[config.mk]
export PLATFORM = sky130hd
export DESIGN_NAME = branch_resolve_ctrl_flat
export DESIGN_NICKNAME = d
export VERILOG_FILES = /design/src/rtl/branch_resolve_ctrl_pkg.sv /design/src/rtl/branch_resolve_ctrl_if.sv /design/src/rtl/branch_equ_cmp.sv /design/src/rtl/branch_resolve_ctrl.sv /design/src/flat_wrapper.sv
export SDC_FILE = /design/constraint.sdc
export NUM_CORES = 1
export LEC_CHECK = 0
export ABC_CLOCK_PERIOD_IN_PS = 4000
export CAP_MARGIN = 20
export CORE_UTILIZATION = 35
export CTS_CLUSTER_DIAMETER = 30
export DETAILED_ROUTE_END_ITERATION = 16
export GPL_ROUTABILITY_DRIVEN = 0
export GPL_TIMING_DRIVEN = 0
export PLACE_DENSITY = 0.67
export SETUP_SLACK_MARGIN = 0.05
export SLEW_MARGIN = 20
export SYNTH_ARGS = -nofsm -noshare
export SYNTH_HDL_FRONTEND = slang
export SYNTH_HIERARCHICAL = 1
export SYNTH_SLANG_ARGS = --single-unit
[constraint.sdc]
create_clock -name clk -period 4 [get_ports clk]
set_input_delay 0.4 -clock clk [delete_from_list [all_inputs] [get_ports clk]]
set_output_delay 0.4 -clock clk [all_outputs]
set_load 0.01 [all_outputs]
[src/rtl/branch_resolve_ctrl_pkg.sv]
// Shared types and constants for the ID-stage branch resolution controller.
package branch_resolve_ctrl_pkg;

  typedef enum logic [1:0] {
    IDLE    = 2'd0,
    WAIT    = 2'd1,
    RESOLVE = 2'd2
  } state_t;

  localparam int unsigned ZERO_REG = 0;

  // Number of stall cycles a branch operand still needs before it is usable.
  localparam logic [1:0] NEED_NONE = 2'd0;
  localparam logic [1:0] NEED_ONE  = 2'd1;
  localparam logic [1:0] NEED_TWO  = 2'd2;

  function automatic logic [1:0] max_need(input logic [1:0] a, input logic [1:0] b);
    return (a > b) ? a : b;
  endfunction

endpackage

[src/rtl/branch_resolve_ctrl_if.sv]
// Pipeline-side bundle for the branch resolution controller: ID operands,
// EX/MEM hazard info, and the stall/taken/flush decisions plus counters.
interface branch_resolve_ctrl_if #(
  parameter int CNT_W = 32,
  parameter int REG_W = 5
);
  logic             id_valid;
  logic             id_is_beq;
  logic             id_is_bne;
  logic [REG_W-1:0] id_rs;
  logic [REG_W-1:0] id_rt;
  logic [31:0]      id_rs_data;
  logic [31:0]      id_rt_data;
  logic             ex_regwrite;
  logic             ex_memread;
  logic [REG_W-1:0] ex_rd;
  logic             mem_regwrite;
  logic             mem_memread;
  logic [REG_W-1:0] mem_rd;
  logic [31:0]      mem_fwd_data;
  logic             id_flush;
  logic             stall;
  logic             taken;
  logic             if_flush;
  logic [CNT_W-1:0] br_cnt;
  logic [CNT_W-1:0] taken_cnt;
  logic [CNT_W-1:0] stall_cnt;

  // Pipeline side: presents the ID instruction and hazard context.
  modport master (
    output id_valid, id_is_beq, id_is_bne, id_rs, id_rt, id_rs_data, id_rt_data,
    output ex_regwrite, ex_memread, ex_rd,
    output mem_regwrite, mem_memread, mem_rd, mem_fwd_data, id_flush,
    input  stall, taken, if_flush, br_cnt, taken_cnt, stall_cnt
  );

  // Controller side.
  modport slave (
    input  id_valid, id_is_beq, id_is_bne, id_rs, id_rt, id_rs_data, id_rt_data,
    input  ex_regwrite, ex_memread, ex_rd,
    input  mem_regwrite, mem_memread, mem_rd, mem_fwd_data, id_flush,
    output stall, taken, if_flush, br_cnt, taken_cnt, stall_cnt
  );
endinterface

[src/rtl/branch_equ_cmp.sv]
// 32-bit equality comparator used on the forwarded branch operands.
module branch_equ_cmp (
  input  logic [31:0] a,
  input  logic [31:0] b,
  output logic        eq
);
  // Full-width compare.
  always_comb eq = (a == b);
endmodule

[src/rtl/branch_resolve_ctrl.sv]
// ID-stage beq/bne resolution: detects RAW hazards against EX/MEM, stalls
// for exactly the needed cycles, forwards the MEM ALU result, and issues
// taken/if_flush. Also counts resolved branches, taken branches and stalls.
module branch_resolve_ctrl
  import branch_resolve_ctrl_pkg::*;
#(
  parameter int CNT_W = 32,
  parameter int REG_W = 5
) (
  input logic                  clk,
  input logic                  rst,
  branch_resolve_ctrl_if.slave bus
);

  localparam logic [REG_W-1:0] ZERO_SPEC = REG_W'(ZERO_REG);

  state_t           state;
  logic [1:0]       cnt;
  logic [1:0]       need_rs, need_rt, need;
  logic             is_br;
  logic             fwd_rs, fwd_rt;
  logic [31:0]      op_a, op_b;
  logic             eq;
  logic             taken_raw;
  logic             stall_c, resolve_c, taken_c;
  logic [CNT_W-1:0] br_cnt_q, taken_cnt_q, stall_cnt_q;

  function automatic logic [1:0] hazard_need(
    input logic [REG_W-1:0] s,
    input logic             ex_rw,
    input logic             ex_mr,
    input logic [REG_W-1:0] ex_rd,
    input logic             mem_mr,
    input logic [REG_W-1:0] mem_rd
  );
    logic [1:0] n;
    n = NEED_NONE;
    if (s != ZERO_SPEC) begin
      if (ex_mr && ex_rd == s)        n = NEED_TWO;
      else if (ex_rw && ex_rd == s)   n = NEED_ONE;
      else if (mem_mr && mem_rd == s) n = NEED_ONE;
    end
    return n;
  endfunction

  // Branch detection, stall need and forwarded operand selection.
  always_comb begin
    is_br   = bus.id_valid & (bus.id_is_beq | bus.id_is_bne) & ~bus.id_flush;
    need_rs = hazard_need(bus.id_rs, bus.ex_regwrite, bus.ex_memread, bus.ex_rd,
                          bus.mem_memread, bus.mem_rd);
    need_rt = hazard_need(bus.id_rt, bus.ex_regwrite, bus.ex_memread, bus.ex_rd,
                          bus.mem_memread, bus.mem_rd);
    need    = max_need(need_rs, need_rt);
    fwd_rs  = bus.mem_regwrite & ~bus.mem_memread &
              (bus.mem_rd == bus.id_rs) & (bus.id_rs != ZERO_SPEC);
    fwd_rt  = bus.mem_regwrite & ~bus.mem_memread &
              (bus.mem_rd == bus.id_rt) & (bus.id_rt != ZERO_SPEC);
    op_a    = fwd_rs ? bus.mem_fwd_data : bus.id_rs_data;
    op_b    = fwd_rt ? bus.mem_fwd_data : bus.id_rt_data;
  end

  branch_equ_cmp u_cmp (
    .a  (op_a),
    .b  (op_b),
    .eq (eq)
  );

  // Decision outputs, combinational from state and the current ID/EX/MEM view.
  always_comb begin
    stall_c   = 1'b0;
    resolve_c = 1'b0;
    taken_raw = (bus.id_is_beq & eq) | (bus.id_is_bne & ~eq);
    if (!rst) begin
      case (state)
        IDLE: begin
          if (is_br) begin
            if (need == NEED_NONE) resolve_c = 1'b1;
            else                   stall_c   = 1'b1;
          end
        end
        WAIT:    stall_c   = ~bus.id_flush;
        RESOLVE: resolve_c = ~bus.id_flush;
        default: ;
      endcase
    end
    taken_c = resolve_c & taken_raw;
  end

  assign bus.stall     = stall_c;
  assign bus.taken     = taken_c;
  assign bus.if_flush  = taken_c;
  assign bus.br_cnt    = br_cnt_q;
  assign bus.taken_cnt = taken_cnt_q;
  assign bus.stall_cnt = stall_cnt_q;

  // Stall sequencing FSM and performance counters.
  always_ff @(posedge clk) begin
    if (rst) begin
      state       <= IDLE;
      cnt         <= '0;
      br_cnt_q    <= '0;
      taken_cnt_q <= '0;
      stall_cnt_q <= '0;
    end else begin
      case (state)
        IDLE: begin
          if (is_br && need != NEED_NONE) begin
            cnt   <= need - 2'd1;
            state <= (need == NEED_ONE) ? RESOLVE : WAIT;
          end
        end
        WAIT: begin
          if (bus.id_flush) begin
            state <= IDLE;
            cnt   <= '0;
          end else begin
            cnt <= cnt - 2'd1;
            if (cnt == 2'd1) state <= RESOLVE;
          end
        end
        RESOLVE: state <= IDLE;
        default: state <= IDLE;
      endcase
      if (resolve_c) br_cnt_q    <= br_cnt_q + CNT_W'(1);
      if (taken_c)   taken_cnt_q <= taken_cnt_q + CNT_W'(1);
      if (stall_c)   stall_cnt_q <= stall_cnt_q + CNT_W'(1);
    end
  end

endmodule
[src/flat_wrapper.sv]
// flat-port wrapper written by rule: the top's interface ports become plain ports
module branch_resolve_ctrl_flat import branch_resolve_ctrl_pkg::*;
#(
  parameter int CNT_W = 32,
  parameter int REG_W = 5
)
  (clk, rst, bus_id_valid, bus_id_is_beq, bus_id_is_bne, bus_id_rs, bus_id_rt, bus_id_rs_data, bus_id_rt_data, bus_ex_regwrite, bus_ex_memread, bus_ex_rd, bus_mem_regwrite, bus_mem_memread, bus_mem_rd, bus_mem_fwd_data, bus_id_flush, bus_stall, bus_taken, bus_if_flush, bus_br_cnt, bus_taken_cnt, bus_stall_cnt);
  branch_resolve_ctrl_if #(.CNT_W(CNT_W), .REG_W(REG_W)) bus_i ();
  input logic clk;
  input logic rst;
  input wire logic [$bits(bus_i.id_valid)-1:0] bus_id_valid;
  input wire logic [$bits(bus_i.id_is_beq)-1:0] bus_id_is_beq;
  input wire logic [$bits(bus_i.id_is_bne)-1:0] bus_id_is_bne;
  input wire logic [$bits(bus_i.id_rs)-1:0] bus_id_rs;
  input wire logic [$bits(bus_i.id_rt)-1:0] bus_id_rt;
  input wire logic [$bits(bus_i.id_rs_data)-1:0] bus_id_rs_data;
  input wire logic [$bits(bus_i.id_rt_data)-1:0] bus_id_rt_data;
  input wire logic [$bits(bus_i.ex_regwrite)-1:0] bus_ex_regwrite;
  input wire logic [$bits(bus_i.ex_memread)-1:0] bus_ex_memread;
  input wire logic [$bits(bus_i.ex_rd)-1:0] bus_ex_rd;
  input wire logic [$bits(bus_i.mem_regwrite)-1:0] bus_mem_regwrite;
  input wire logic [$bits(bus_i.mem_memread)-1:0] bus_mem_memread;
  input wire logic [$bits(bus_i.mem_rd)-1:0] bus_mem_rd;
  input wire logic [$bits(bus_i.mem_fwd_data)-1:0] bus_mem_fwd_data;
  input wire logic [$bits(bus_i.id_flush)-1:0] bus_id_flush;
  output wire logic [$bits(bus_i.stall)-1:0] bus_stall;
  output wire logic [$bits(bus_i.taken)-1:0] bus_taken;
  output wire logic [$bits(bus_i.if_flush)-1:0] bus_if_flush;
  output wire logic [$bits(bus_i.br_cnt)-1:0] bus_br_cnt;
  output wire logic [$bits(bus_i.taken_cnt)-1:0] bus_taken_cnt;
  output wire logic [$bits(bus_i.stall_cnt)-1:0] bus_stall_cnt;
  assign bus_i.id_valid = bus_id_valid;
  assign bus_i.id_is_beq = bus_id_is_beq;
  assign bus_i.id_is_bne = bus_id_is_bne;
  assign bus_i.id_rs = bus_id_rs;
  assign bus_i.id_rt = bus_id_rt;
  assign bus_i.id_rs_data = bus_id_rs_data;
  assign bus_i.id_rt_data = bus_id_rt_data;
  assign bus_i.ex_regwrite = bus_ex_regwrite;
  assign bus_i.ex_memread = bus_ex_memread;
  assign bus_i.ex_rd = bus_ex_rd;
  assign bus_i.mem_regwrite = bus_mem_regwrite;
  assign bus_i.mem_memread = bus_mem_memread;
  assign bus_i.mem_rd = bus_mem_rd;
  assign bus_i.mem_fwd_data = bus_mem_fwd_data;
  assign bus_i.id_flush = bus_id_flush;
  assign bus_stall = bus_i.stall;
  assign bus_taken = bus_i.taken;
  assign bus_if_flush = bus_i.if_flush;
  assign bus_br_cnt = bus_i.br_cnt;
  assign bus_taken_cnt = bus_i.taken_cnt;
  assign bus_stall_cnt = bus_i.stall_cnt;
  branch_resolve_ctrl #(.CNT_W(CNT_W), .REG_W(REG_W)) u_core (.clk(clk), .rst(rst), .bus(bus_i));
endmodule
-- Word level (Yosys, flattened, before mapping)
Index checks and enable logic that the tools add are counted.
- input bits: 126
- bits in writable memories: 0
- memories kept: 0
- flip-flop bits (word level): 100
- word-level logic and storage cells: 79
- bits in read-only memories: 0
- latch bits: 0
- div/mod/pow operators: 0
- shifts and indexed selects: 0
- reductions and logical operators: 15
- mux-type cells: 27
- equality and inequality tests: 11
- bitwise gates (word level): 15
- $add $sub $neg: 5
- magnitude comparators: 1
- multiply operators: 0
- operators by type and width (kind ; count):
    $add A32 B1 Y32 const B ; 3
    $mux W32 ; 2
    $eq A32 B32 Y1 ; 1
    $mux W2 ; 13
    $eq A5 B5 Y1 ; 4
    $and A1 B1 Y1 ; 10
    $reduce_bool A5 Y1 ; 2
    $mux W1 ; 8
    $pmux W2 S2 ; 2
    $logic_and A1 B1 Y1 ; 7
    $eq A2 B1 Y1 const B ; 3
    $logic_not A2 Y1 ; 2
    $pmux W1 S2 ; 2
    $reduce_and A2 Y1 ; 2
    $reduce_bool A2 Y1 ; 2
    $sub A2 B1 Y2 const B ; 2
    $ne A3 B2 Y1 const B ; 1
    $not A1 Y1 ; 3
    $eq A2 B2 Y1 const B ; 1
    $gt A2 B2 Y1 ; 1
    $ne A2 B1 Y1 const B ; 1
    $or A1 B1 Y1 ; 2

-- Longest topological paths before layout
Gate-level depths: netlist (run 1).
- depth in word-level cells: 14
- depth in mapped cells: 19

-- Hierarchy
The synthesis (run 1) kept the hierarchy.
- modules (own cells, without submodules) (module ; area an instance (µm²) ; instances ; cells an instance ; sequential area each (µm²)):
    branch_resolve_ctrl ; 5734.2 ; 1 ; 664 ; 2001.9
    branch_equ_cmp ; 346.6 ; 1 ; 43 ; 0.0

-- Worst setup path after synthesis (run 1)
OpenSTA, ideal clock, no wires.
- path kind: input to register
- start: input port bus_id_rt[0]
- end: register u_core.taken_cnt_q[30] (netlist: u_core/bus.taken_cnt[30])
- stages on the path: 19
- data arrival time: 3.736 ns
- path slack: 0.137 ns
- required time: 3.872 ns
- library setup time: 0.128 ns
- path buffers: 2
- cell sequence: or4_1 -> o211ai_1 -> nor3_1 -> o22ai_1 -> inv_1 -> ha_1 -> inv_1 -> o22ai_1 -> mux2i_1 -> inv_1 -> ha_1 -> o211a_4 -> o21ai_2 -> or4_1 -> buf_2 -> buf_6 -> nor3_2 -> xnor2_1 -> nor2_1
- word-level cells in the longest chain between the ends: 14
- elaborated cells on any way between the ends: 26
- ends and longest elaborated chain (what ; line ; RTL):
    start, declared ; flat_wrapper.sv:15 ; input wire logic [$bits(bus_i.id_rt)-1:0] bus_id_rt;
    $eq A5 B5 Y1 ; branch_resolve_ctrl.sv:41, branch_resolve_ctrl.sv:57 ;
    $logic_and A1 B1 Y1 ; branch_resolve_ctrl.sv:41 ; else if (mem_mr && mem_rd == s) n = NEED_ONE;
    $mux W1 ; branch_resolve_ctrl.sv:41 ;
    $mux W2 ; branch_resolve_ctrl.sv:40 ; else if (ex_rw && ex_rd == s) n = NEED_ONE;
    $mux W2 ; branch_resolve_ctrl.sv:39 ; if (ex_mr && ex_rd == s) n = NEED_TWO;
    $mux W2 ; branch_resolve_ctrl.sv:38 ; if (s != ZERO_SPEC) begin
    $gt A2 B2 Y1 ; branch_resolve_ctrl_pkg.sv:18 ; return (a > b) ? a : b;
    $mux W2 ; branch_resolve_ctrl_pkg.sv:18 ;
    $logic_not A2 Y1 ; branch_resolve_ctrl.sv:77 ; if (need == NEED_NONE) resolve_c = 1'b1;
    $mux W1 ; branch_resolve_ctrl.sv:77 ;
    $mux W1 ; branch_resolve_ctrl.sv:76 ; if (is_br) begin
    $pmux W1 S2 ; branch_resolve_ctrl.sv:74 ; case (state)
    $mux W1 ; branch_resolve_ctrl.sv:73 ; if (!rst) begin
    $and A1 B1 Y1 * ; branch_resolve_ctrl.sv:86 ; taken_c = resolve_c & taken_raw;
    end signal, assigned ; branch_resolve_ctrl.sv:125 ; if (taken_c) taken_cnt_q <= taken_cnt_q + CNT_W'(1);
    end, declared ; branch_resolve_ctrl.sv:26 ; logic [CNT_W-1:0] br_cnt_q, taken_cnt_q, stall_cnt_q;
Mark *: on every way between the ends. The rest lies on a longest branch, timed or not.
A chain may end at the register's enable or synchronous reset.

-- Worst setup path in the final report (run 1)
- start: input port bus_mem_memread
- end: register u_core.taken_cnt_q[23] (netlist: u_core/bus.taken_cnt[23])
- elaborated cells on any way between the ends: 31
- RTL lines (what ; line ; RTL):
    start, declared ; flat_wrapper.sv:22 ; input wire logic [$bits(bus_i.mem_memread)-1:0] bus_mem_memread;
    $not A1 Y1 * ; branch_resolve_ctrl.sv:56 ; fwd_rt = bus.mem_regwrite & ~bus.mem_memread &
    $and A1 B1 Y1 * (2 in a row) ; branch_resolve_ctrl.sv:56 ;
    $and A1 B1 Y1 * ; branch_resolve_ctrl.sv:57 ; (bus.mem_rd == bus.id_rt) & (bus.id_rt != ZERO_SPEC);
    $mux W32 * ; branch_resolve_ctrl.sv:59 ; op_b = fwd_rt ? bus.mem_fwd_data : bus.id_rt_data;
    via u_core.op_b[2] ; branch_resolve_ctrl.sv:22 ; logic [31:0] op_a, op_b;
    $eq A32 B32 Y1 * ; branch_equ_cmp.sv:8 ; always_comb eq = (a == b);
    via u_core.eq ; branch_resolve_ctrl.sv:23 ; logic eq;
    $not A1 Y1 ; branch_resolve_ctrl.sv:72 ; taken_raw = (bus.id_is_beq & eq) | (bus.id_is_bne & ~eq);
    $and A1 B1 Y1 ; branch_resolve_ctrl.sv:72 ;
    $or A1 B1 Y1 * ; branch_resolve_ctrl.sv:72 ;
    $and A1 B1 Y1 * ; branch_resolve_ctrl.sv:86 ;
The timed path passes the listed nets; every way through them passes the cells marked *.

==> impl_metrics.ini, run 1 <==
[synth]
yosysSeqAreaShare = 0.329
synth.net_count = 842
syn_area_sq_um = 6080
synthesis_stage_register_bit_count = 100
asyncSetResetFlopFracSynth = 0
post_synth_inst_count = 707
synth_top_cell_area_share = 0.329
synthesis.area_per_instance_sq_um = 8.60
netlist_top_cells_area = sky130_fd_sc_hd__dfxtp_1, sky130_fd_sc_hd__xor2_1, sky130_fd_sc_hd__mux2_2
number_of_enable_flip_flop_cells_after_synthesis = 0
ys_dominant_reg_cell = sky130_fd_sc_hd__dfxtp_1
synth_largest_area_cell = sky130_fd_sc_hd__dfxtp_1
count_of_synthesis_stage_warnings_from_yosys = 6
yosys.cell_types.count = 43

[sta]
final_report_max_slew_violation_count = 0
slew_headroom = 0.507
timing.final.ws_setup_ns = -0.158
hold_viol = 0
timing.final.crit_period_ns = 4.16
whs_ns = 0.500
rsz0062_at_grt = true
final.setup.tns_ns = -1.99
worstMarginPinSlew_ns = 0.732
fmax_ghz = 0.240
finClkSkew_ns = 0.00760
setup_viol = 19
min_period_over_period = 1.04

[drt]
vias_per_cell = 4.97
avgRoutedWirePerCell_microns = 16.2
drtAntennaViolNets = 0
detail_route.iter0.violations = 228
drc = 0
drt-total-wl_mm = 19.9
drt_pass1_iterations = 5
via_count = 6088

[final_layout]
total_area_of_sequential_cells_sq_um = 2000
multi_input_area_sq_um = 4300
layout-drive-gt1-share = 0.222
final_core_utilization = 0.595
mostFrequentLayoutCell = sky130_fd_sc_hd__clkdlybuf4s50_1
num-nets-final = 1134
area_growth_pct = 64.0
nFillCells = 1447
mostFrequentLayoutCells = sky130_fd_sc_hd__clkdlybuf4s50_1, sky130_fd_sc_hd__dfxtp_1, sky130_fd_sc_hd__nor2_1, sky130_fd_sc_hd__xor2_1, sky130_fd_sc_hd__mux2_2
final_area_sq_um = 9970

[worst_setup_path]
critical_path_peak_fanout = 7
crit_chain = clkdlybuf4s50_1 -> inv_1 -> nand2_1 -> nor3_4 -> buf_6 -> buf_6 -> mux2_2 -> xor2_1 -> nor4_2 -> nand4_1 -> nor2_2 -> mux2i_2 -> nand3b_1 -> or4_4 -> buf_8 -> buf_4 -> nor3_4 -> xnor2_1 -> nor2_1
worst-r2r-setup-slack_ns = 1.68
worst_path_max_delay_cell = sky130_fd_sc_hd__or4_4
critical_path_arrival_ns = 4.38
end_kind = flop
critical_path.endpoint = u_core/bus.taken_cnt[23]
rr_endpoint = u_core/bus.taken_cnt[31]
critPathKind = input pin to flop
crit_path_start_kind = input pin
worst_ep_required_time_ns = 4.22
reg2reg_depth = 7
startpoint = bus_mem_memread
regToRegStartpoint = u_core/bus.taken_cnt[8]
crit_path_max_incr_delay_ns = 0.51

[global_route]
grt_pass1_vias = 5714
globalRoute.totalOverflow = 0
groute.layer.met2.usage = 0.386
top_usage_layer = met2
largest_net_degree_at_the_start_of_global_routing = 18
grtUsageMet1 = 0.243
grtUsageTotal = 0.212
antenna_found_initial = 1
grt_pass1_wl_mm = 30.0
global_route.usage.met3 = 0.0488

[run_status]
violated_checks = negative setup slack
status = finished, violations left

[hold_path]
worstHoldPathType = flop to flop

[clock_tree]
tritoncts.num_buffers = 9
clk-insertion-delay-late_ns = 0.35
hold_buffers = 0
clock_sinks = 100
cts-root-to-sink-buffers = 2
cts.reportedPaths.clkPinSlew_ns = 0.07
root_buffer = sky130_fd_sc_hd__clkbuf_16
htree_levels = 3
cts_tree = yes

[flow_run]
cap_violations = 0

[placed_design]
place_ws_ns = -1.45
port-buffer-count = 223
placed_area_sq_um = 8590
hpwlAfterDp_mm = 14.0

[pwr]
cellPowerDensity_nw_per_um2 = 228
p_leak_uw = 0.00373
power.ir.vdd_worst_mv = 0.178

[die]
chipHeight_microns = 134
die_x_microns = 134
core_area_sq_um = 16800
initial_utilization = 0.363
std_cell_rows = 47
dieArea_sq_um = 17900
io_pins = 225
## area by class of cell
cell class,count,area share
clock inverter,6,0.00703
sequential,100,0.201
inverter,17,0.00640
buffer,26,0.0210
antenna,1,0.000251
multi-input combinational,564,0.432
tap,220,0.0276
timing repair buffer,281,0.281
clock buffer,10,0.0240
## worst max-delay path: cells and delay by family
family / cells / cell delay, ns
buffers and inverters: 6 / 1.19
XOR/XNOR: 2 / 0.32
AND/OR/NAND/NOR: 9 / 2.02
multiplexers: 2 / 0.46
## worst min path at each step
| stage | start | to | depth (start not counted) |
|---|---|---|---|
| after floorplan | u_core/bus.stall_cnt[31] | u_core/bus.stall_cnt[31] | 1 |
| after global placement | u_core/bus.stall_cnt[31] | u_core/bus.stall_cnt[31] | 1 |
| after CTS | u_core/bus.stall_cnt[1] | u_core/bus.stall_cnt[1] | 2 |
| final | u_core/bus.stall_cnt[31] | u_core/bus.stall_cnt[31] | 1 |
| after detailed placement | u_core/bus.stall_cnt[1] | u_core/bus.stall_cnt[1] | 2 |
| after global routing | u_core/bus.stall_cnt[1] | u_core/bus.stall_cnt[1] | 2 |
## metrics by stage
stage,power (uW),cells
after global placement,1320,1150
after CTS,2280,1208
final,2270,1225
after floorplan,1160,707
after global routing,2360,1225
after detailed placement,1330,1150
## metal layers
layer | vias up | part of all wire | wire, microns
met5 | - | 0 | 0
met4 | 0 | 0.019 | 374
met3 | 21 | 0.065 | 1280
met2 | 171 | 0.51 | 10100
met1 | 2849 | 0.41 | 8140
li1 | 3047 | - | -
## synth_stat cells (6+ instances only)
master / number
sky130_fd_sc_hd__nor2_1: 103
sky130_fd_sc_hd__dfxtp_1: 100
sky130_fd_sc_hd__xor2_1: 85
sky130_fd_sc_hd__mux2_2: 59
sky130_fd_sc_hd__xnor2_1: 47
sky130_fd_sc_hd__nand2_1: 43
sky130_fd_sc_hd__nand4_1: 35
sky130_fd_sc_hd__nand3_1: 32
sky130_fd_sc_hd__o21ai_0: 19
sky130_fd_sc_hd__a21oi_1: 17
sky130_fd_sc_hd__inv_1: 17
sky130_fd_sc_hd__and3_1: 16
sky130_fd_sc_hd__nor4_1: 14
sky130_fd_sc_hd__or3_1: 14
sky130_fd_sc_hd__nor3_1: 13
sky130_fd_sc_hd__buf_2: 12
sky130_fd_sc_hd__clkbuf_1: 11
sky130_fd_sc_hd__and4_1: 9
sky130_fd_sc_hd__ha_1: 9
sky130_fd_sc_hd__and2_1: 6
## power breakdown
| part | switching, uW | leakage [uW] | internal (uW) |
|---|---|---|---|
| Combinational | 150 | 0.00278 | 212 |
| Clock | 401 | 0.000147 | 508 |
| Sequential | 3.15 | 0.000805 | 997 |
## logic make-up after synthesis
| logic type | after synthesis | synth area share |
|---|---|---|
| and+or+nand+nor | 308 | 0.262 |
| buffers and inverters | 43 | 0.0309 |
| DFF | 100 | 0.329 |
| muxes | 66 | 0.122 |
| adders and majority gates | 9 | 0.0185 |
| AOI/OAI and AO/OA | 49 | 0.0479 |
| xor gates and xnor gates | 132 | 0.190 |
## what timing repair did
item	in CTS	in global routing
pin swaps	56	35
setup endpoints to repair	96	45
cloned	4	1
setup buffers	39	15
resized for setup	156	39
## registers in the layout, indices dropped and copies added, names as in the netlist
name and cells:
u_core/bus.br_cnt 32, u_core/bus.stall_cnt 32, u_core/bus.taken_cnt 32, u_core/cnt 2, u_core/state 2
No activity file was read; power rests on OpenSTA's default activity.
==> run 2, diff against run 1 <==
--- a/config.mk
+++ b/config.mk
@@ -14,6 +14,7 @@
 export GPL_TIMING_DRIVEN = 0
 export PLACE_DENSITY = 0.67
 export SETUP_SLACK_MARGIN = 0.05
+export SKIP_LAST_GASP = 1
 export SLEW_MARGIN = 20
 export SYNTH_ARGS = -nofsm -noshare
 export SYNTH_HDL_FRONTEND = slang
==> impl_metrics.ini, run 2 (synthesis gave the netlist of run 1 again) <==
[clock_tree]
cts-root-to-sink-buffers = 2
cts_tree = yes
root_buffer = sky130_fd_sc_hd__clkbuf_16
clk-insertion-delay-late_ns = 0.35
tritoncts.num_buffers = 9
htree_levels = 3
cts.reportedPaths.clkPinSlew_ns = 0.07
clock_sinks = 100

[hold_path]
startpoint_of_the_worst_hold_path = u_core/bus.stall_cnt[31]
worst_hold_path_depth = 1
worstHoldPathType = flop to flop
min_to = u_core/bus.stall_cnt[31]

[final_layout]
num-nets-final = 1134
stdcell_count = 1225
layout-drive-gt1-share = 0.221
final_area_sq_um = 9970
mostFrequentLayoutCell = sky130_fd_sc_hd__clkdlybuf4s50_1
area_growth_pct = 64.0
mostFrequentLayoutCells = sky130_fd_sc_hd__clkdlybuf4s50_1, sky130_fd_sc_hd__dfxtp_1, sky130_fd_sc_hd__nor2_1, sky130_fd_sc_hd__xor2_1, sky130_fd_sc_hd__mux2_2

[pwr]
power.ir.vdd_worst_mv = 0.178
power_frac_clock = 0.400
internal_power_uw = 1720
p_leak_uw = 0.00373
switching_share = 0.244
power_frac_seq = 0.440
finalPower_uw = 2270
switchingPower_uw = 555
cellPowerDensity_nw_per_um2 = 228
comb_power_share = 0.159

[global_route]
largest_net_degree_at_the_start_of_global_routing = 18
globalRoute.totalOverflow = 0
grt_pass1_vias = 5714
grtUsageTotal = 0.212
grt_pass1_wl_mm = 30.0
antenna_found_initial = 1

[drt]
drtAntennaViolNets = 0
vias_per_cell = 4.96
via_count = 6082
detail_route.iter0.violations = 210
drt_pass1_iterations = 5
drc = 0
drt-total-wl_mm = 19.9
avgRoutedWirePerCell_microns = 16.2

[die]
io_pins = 225
dieArea_sq_um = 17900
chipHeight_microns = 134
core_area_sq_um = 16800
initial_utilization = 0.363
std_cell_rows = 47
die_x_microns = 134

[placed_design]
placed_area_sq_um = 8590
dpl.cell_count = 1150
place_ws_ns = -1.45
hpwlAfterDp_mm = 14.0
port-buffer-count = 223

[worst_setup_path]
critical_path_peak_fanout = 7
regToRegStartpoint = u_core/bus.taken_cnt[8]
crit_chain = clkdlybuf4s50_1 -> inv_1 -> nand2_1 -> nor3_4 -> buf_6 -> buf_6 -> mux2_2 -> xor2_1 -> nor4_2 -> nand4_1 -> nor2_2 -> mux2i_2 -> nand3b_1 -> or4_4 -> buf_8 -> buf_4 -> nor3_4 -> xnor2_1 -> nor2_1
startpoint = bus_mem_memread
rr_endpoint = u_core/bus.taken_cnt[31]
worst-r2r-setup-slack_ns = 1.68
worst_path_max_delay_cell = sky130_fd_sc_hd__or4_4
crit_path_max_incr_delay_ns = 0.51
worst_ep_required_time_ns = 4.22
crit_path_start_kind = input pin
end_kind = flop
reg2reg_depth = 7
critPathKind = input pin to flop
critical_path_arrival_ns = 4.38

[sta]
min_period_over_period = 1.04
worstMarginPinSlew_ns = 0.732
fmax_ghz = 0.240
timing.final.ws_setup_ns = -0.158
final_report_max_slew_violation_count = 0
hold_viol = 0
finClkSkew_ns = 0.00740
slew_headroom = 0.507
setup_viol = 19
timing.final.crit_period_ns = 4.16
rsz0062_at_grt = true

[run_status]
violated_checks = negative setup slack
status = finished, violations left

[flow_run]
cap_violations = 0
[run 2: cell counts in the layout (fill, tap and decap cells not counted)]
Identical to the previous run, type by type.
[run 2: power groups by stage]
stage	clock [uW]	sequential (uW)	combinational, uW
floorplan	0	1020	131
global placement	0	1020	301
detailed placement	0	1020	304
CTS	937	1000	338
global route	975	1000	387
finish	910	1000	362
[run 2: layout make-up]
cell class                      count  area (sq um)
Fill cell                        1447          6790
Antenna cell                        1          2.50
Inverter                           17          63.8
Tap cell                          220           275
Clock buffer                       10           239
Clock inverter                      6          70.1
Buffer                             26           209
Sequential cell                   100          2000
Multi-Input combinational cell    564          4300
Timing Repair Buffer              281          2810
[run 2: how the worst max path moves through the flow]
stage / end
after floorplan: u_core/bus.taken_cnt[30]
after global placement: bus_taken
after detailed placement: bus_taken
after CTS: u_core/bus.taken_cnt[31]
after global routing: u_core/bus.taken_cnt[23]
final: u_core/bus.taken_cnt[23]
[run 2: repair_timing]
item	CTS	global route
pin swaps	56	35
gates resized for setup	154	41
setup endpoints to repair	96	45
setup buffers	39	15
hold buffers	0	0
gates cloned	4	1
[run 2: worst max-delay path, delay by kind of cell]
family | cells | cell delay, ns
multiplexers | 2 | 0.46
AND/OR/NAND/NOR | 9 | 2.02
buffers and inverters | 6 | 1.19
XOR/XNOR | 2 | 0.32
[run 2: routing by layer]
metal | global-route usage | routed length (microns) | vias up
met5 | 0 | 0 | -
met4 | 0.0676 | 374 | 0
met1 | 0.243 | 8140 | 2841
met3 | 0.0488 | 1310 | 21
li1 | - | - | 3046
met2 | 0.386 | 10100 | 174
[run 2: metrics by stage]
step / TNS, ns / utilization / hold WS [ns]
floorplan: 0 / - / 0.496
global placement: -83.85 / 0.512 / 0.489
detailed placement: -86.09 / 0.512 / 0.496
CTS: -1.57 / 0.576 / 0.509
global route: -6.43 / 0.595 / 0.521
finish: -2.01 / 0.595 / 0.500
==> patch 1: new RTL, settings of run 2 <==
The 3 states of `state_t` get a one-hot encoding in 3 bits.
--- a/src/rtl/branch_resolve_ctrl_pkg.sv
+++ b/src/rtl/branch_resolve_ctrl_pkg.sv
@@ -2,8 +2,8 @@
 package branch_resolve_ctrl_pkg;
 
-  typedef enum logic [1:0] {
-    IDLE    = 2'd0,
-    WAIT    = 2'd1,
-    RESOLVE = 2'd2
+  typedef enum logic [2:0] {
+    IDLE    = 3'b001,
+    WAIT    = 3'b010,
+    RESOLVE = 3'b100
   } state_t;
 
Function: same outputs for any inputs over 10 cycles, from zero or initial values and one cycle with rst high; not proved beyond that.
==> patch 1 against run 2 <==
Die area fell by 0.31%. Fmax grew 4.5%. Combinational power down 6.4%. Setup slack improved by 0.18 ns. Total power increased by 0.31%. Area after synthesis decreased by 0.31%. Synthesized cell count shrank 2.1%. Wire length down 6.1%. Sequential cell count rose by 1. Clock power up 2%. Design area shrank 3.3%. Sequential share of layout area rose by 0.90 points. Count of clock-buffer cells in the layout is the same. Hold slack got worse by 0.0055 ns. Critical endpoint is now bus_taken. Largest power group unchanged. Highest routed layer unchanged.
==> patch 1: results <==
metrics = {
    "synth": {
        "avgSynthCellArea_um2": 8.76,
        "synth_top_cells_by_area": "dfxtp_1, xor2_1, mux2_2",
        "syn_nets": 827,
        "synth_cell_types": 48,
        "synth_common_cells": "dfxtp_1, nor2_1, xor2_1",
        "yosysSeqAreaShare_pct": 33.4,
    },
    "drt": {
        "vias": 5947,
        "drtPass1Iterations": 4,
        "avgRoutedWirePerCell_um": 15.7,
        "wirelength_um": 18700,
        "first_iter_violations": 190,
    },
    "global_route": {
        "grt_pass1_wl_um": 29000,
        "track_usage_pct": 20.4,
        "grt_max_degree": 19,
        "first_global_vias": 5750,
        "antenna_found_initial": 0,
        "use_met2_pct": 37.1,
        "grt_use_met3_pct": 4.68,
        "grt_util_met1_pct": 23.7,
    },
    "critical_path": {
        "end_kind": "output pin",
        "cp_top_family": "simple AND/OR/NAND/NOR gates",
        "path_max_fanout": 10,
        "crit_path_top_delay_cell": "clkdlybuf4s50_1",
        "cpPeakStageDelay_ns": 0.45,
    },
    "placed_design": {
        "port-buffer-count": 224,
        "dp.cells": 1136,
        "post-dp-hpwl_um": 13500,
        "placed_cell_area_um2": 8600,
        "preCtsSetupSlack_ns": -1.65,
    },
    "layout": {
        "drive_above_1_share_pct": 19.4,
        "diodes": 0,
    },
    "clock_tree": {
        "clkTransAtPathRegs_ns": 0.07,
        "htree_levels": 3,
        "clkLatencyLatePin_ns": 0.36,
    },
    "sta": {
        "setup_violations": 0,
        "clock_skew_ns": 0.0116,
        "tightest_slew_ns": 0.739,
    },
    "run_status": {
        "outcome": "complete, no violations",
    },
    "hold_path": {
        "min-delay-start": "u_core/bus.stall_cnt[1]$_SDFFE_PP0P_",
    },
    "pwr": {
        "ir_drop_uv": 175,
        "p_leak_nw": 3.51,
    },
}
## patch 1: routing by layer
metal / share of wire [%] / wire [um] / up-vias
met2: 49 / 9240 / 183
met1: 43 / 8000 / 2766
met3: 6.5 / 1220 / 15
li1: - / - / 2983
met5: 0 / 0 / -
met4: 1.1 / 208 / 0
## patch 1: worst register-to-register path, cell delays in order (launching register included)
cell and delay [ns]:
dfxtp_1 0.50, nand4_1 0.22, nor4_2 0.70, and4_1 0.41, nand3_1 0.13, or3_1 0.36
a21oi_1 0.12
## patch 1: logic make-up after synthesis
logic type                 synth area share [%]
AOI/OAI and AO/OA                          5.06
xor gates and xnor gates                   18.9
adders and majority gates                  1.86
buffers and inverters                      2.06
DFF                                        33.4
muxes                                      12.2
and+or+nand+nor                            26.5
## patch 1: power breakdown
group | internal [mW] | switching [mW]
Combinational | 0.201 | 0.138
Clock | 0.513 | 0.416
Sequential | 1.01 | 0.00399
## patch 1: repair_timing
| action | in CTS | in global routing |
|---|---|---|
| setup buffers | 27 | 13 |
| setup endpoints to repair | 87 | 76 |
| hold endpoints to repair | 0 | 0 |
| gates resized for setup | 69 | 73 |
| pin swaps | 25 | 33 |
| cloned | 1 | 0 |
## patch 1: layout make-up
class | instances | area, um2
buffer | 20 | 166
clock buffer | 10 | 239
clock inverter | 6 | 75.1
fill | 1564 | 7120
inverter | 11 | 41.3
multi-input combinational | 559 | 4240
sequential | 101 | 2020
tap | 220 | 275
timing repair buffer | 264 | 2580
## patch 1: worst paths after layout
check	to	slack, ns	cells past startpoint
worst max-delay path	bus_taken	0.02	14
worst min-delay path	u_core/bus.stall_cnt[1]$_SDFFE_PP0P_	0.49	2
worst max register to register	u_core/bus.taken_cnt[31]$_SDFFE_PP0P_	1.49	6
worst min register to register	u_core/bus.stall_cnt[1]$_SDFFE_PP0P_	0.49	2
==> patch 2: new RTL, settings of run 2 <==
Without the edit above. `CNT_W` is set to 32 in 3 places; all go to 24.
--- a/src/rtl/branch_resolve_ctrl_if.sv
+++ b/src/rtl/branch_resolve_ctrl_if.sv
@@ -2,5 +2,5 @@
 // EX/MEM hazard info, and the stall/taken/flush decisions plus counters.
 interface branch_resolve_ctrl_if #(
-  parameter int CNT_W = 32,
+  parameter int CNT_W = 24,
   parameter int REG_W = 5
 );
--- a/src/rtl/branch_resolve_ctrl.sv
+++ b/src/rtl/branch_resolve_ctrl.sv
@@ -5,5 +5,5 @@
   import branch_resolve_ctrl_pkg::*;
 #(
-  parameter int CNT_W = 32,
+  parameter int CNT_W = 24,
   parameter int REG_W = 5
 ) (
--- a/src/flat_wrapper.sv
+++ b/src/flat_wrapper.sv
@@ -2,5 +2,5 @@
 module branch_resolve_ctrl_flat import branch_resolve_ctrl_pkg::*;
 #(
-  parameter int CNT_W = 32,
+  parameter int CNT_W = 24,
   parameter int REG_W = 5
 )
Interface: changed (resized bus_br_cnt, bus_stall_cnt and bus_taken_cnt); port bits go from 225 to 201. No check against the original RTL was run, so the function may have changed too.
==> patch 2 against run 2 <==
The flow still finishes with violations (setup timing). Wire length is 13% lower. Total power is 12% lower. Area after synthesis is 9.3% lower. Fmax is 2.7% lower. Design area is 12% lower. Sequential cell count is 24 lower. Setup slack worse by 0.12 ns. Clock power is 4.1% lower. Largest power group is now clock. Highest routed layer unchanged.
==> patch 2: results <==
metrics = {
    "critical_path": {
        "path_max_fanout": 10,
        "cpPeakStageDelay_ns": 0.57,
        "critical_path_arrival_ns": 4.50,
        "cp_top_family": "simple AND/OR/NAND/NOR gates",
        "crit_path_top_delay_cell": "or4_4",
    },
    "synth": {
        "synth_top_cells_by_area": "dfxtp_1, mux2_4, xnor2_1",
        "synth_warnings": 6,
        "postSynthCellCount": 609,
        "syn_nets": 744,
        "synth_cell_types": 55,
        "yosysSeqAreaShare_pct": 27.6,
        "yosysTopAreaCellShare_pct": 27.6,
        "synth_common_cells": "dfxtp_1, nor2_1, mux2_4",
        "async_flop_share_pct": 0,
    },
    "sta": {
        "clock_skew_ns": 0.00912,
        "setup_slack_ns": -0.275,
        "fin_tns_setup_ns": -2.61,
        "slew_headroom_pct": 44.1,
        "setup_violations": 19,
    },
    "pwr": {
        "p_leak_nw": 3.26,
        "ir_drop_uv": 150,
        "pwr-share-comb_pct": 18.2,
        "switching_power_mw": 0.474,
        "power_density_nw_per_um2": 228,
        "pwr-share-clk_pct": 43.7,
    },
    "placed_design": {
        "post-dp-hpwl_um": 12600,
        "placed_cell_area_um2": 7800,
        "preCtsSetupSlack_ns": -1.42,
        "port-buffer-count": 200,
        "dp.cells": 1020,
    },
    "clock_tree": {
        "htree_levels": 3,
        "clkLatencyLatePin_ns": 0.34,
    },
    "global_route": {
        "use_met2_pct": 37.5,
        "grt_util_met1_pct": 24.2,
        "antenna_found_initial": 0,
        "grt_use_met3_pct": 5.82,
        "first_global_vias": 5311,
        "track_usage_pct": 20.8,
        "grt_max_degree": 14,
        "grt_pass1_wl_um": 26800,
    },
    "drt": {
        "drtPass1Iterations": 4,
        "met2_length_um": 8250,
        "first_iter_violations": 162,
        "met3_wirelength_um": 1610,
        "avgRoutedWirePerCell_um": 16.2,
        "top_layer": "met4",
        "vias": 5363,
        "m1WireLength_um": 7160,
    },
    "layout": {
        "instances_no_fill": 1066,
        "drive_above_1_share_pct": 23.0,
        "finalNetCount": 986,
        "diodes": 0,
    },
    "run_status": {
        "outcome": "finished, violations left",
        "violations": "setup timing",
    },
}
## patch 2: changes by cell type after synthesis, sizes merged, moves of 7 or more
cell	delta
nor4	+17
dfxtp	-24
and3	-7
nor2	-30
o21ai	-8
nand3	-17
nand4	-17
xor2	-33
## patch 2: area by class of cell
type | instances | area, um2
Buffer | 25 | 228
Sequential cell | 76 | 1520
Tap cell | 211 | 264
Clock inverter | 6 | 87.6
Fill cell | 1360 | 6520
Timing Repair Buffer | 233 | 2320
Inverter | 17 | 63.8
Clock buffer | 9 | 225
Multi-Input combinational cell | 489 | 4080
## patch 2: worst paths after layout
path | from | end | slack [ns] | cells after the start
setup / recovery | bus_id_rt[4] | u_core/bus.taken_cnt[23]$_SDFFE_PP0P_ | -0.27 | 17
hold / removal | u_core/bus.stall_cnt[23]$_SDFFE_PP0P_ | u_core/bus.stall_cnt[23]$_SDFFE_PP0P_ | 0.49 | 2
setup reg to reg | u_core/bus.taken_cnt[4]$_SDFFE_PP0P_ | u_core/bus.taken_cnt[19]$_SDFFE_PP0P_ | 1.87 | 6
hold reg to reg | u_core/bus.stall_cnt[23]$_SDFFE_PP0P_ | u_core/bus.stall_cnt[23]$_SDFFE_PP0P_ | 0.49 | 2
## patch 2: logic make-up after synthesis
group,after synthesis,share of synthesized area [%]
simple gates,256,25.1
xor+xnor,105,16.7
flops,76,27.6
mux,67,17.7
compound gates,52,6.24
buf+inv,44,4.67
fa+ha+maj,9,2.04
## patch 2: timing repair
item / in CTS / in global routing
pin swaps: 42 / 28
cloned: 2 / 0
setup endpoints to repair: 65 / 48
setup buffers: 26 / 6
gates resized for setup: 115 / 41
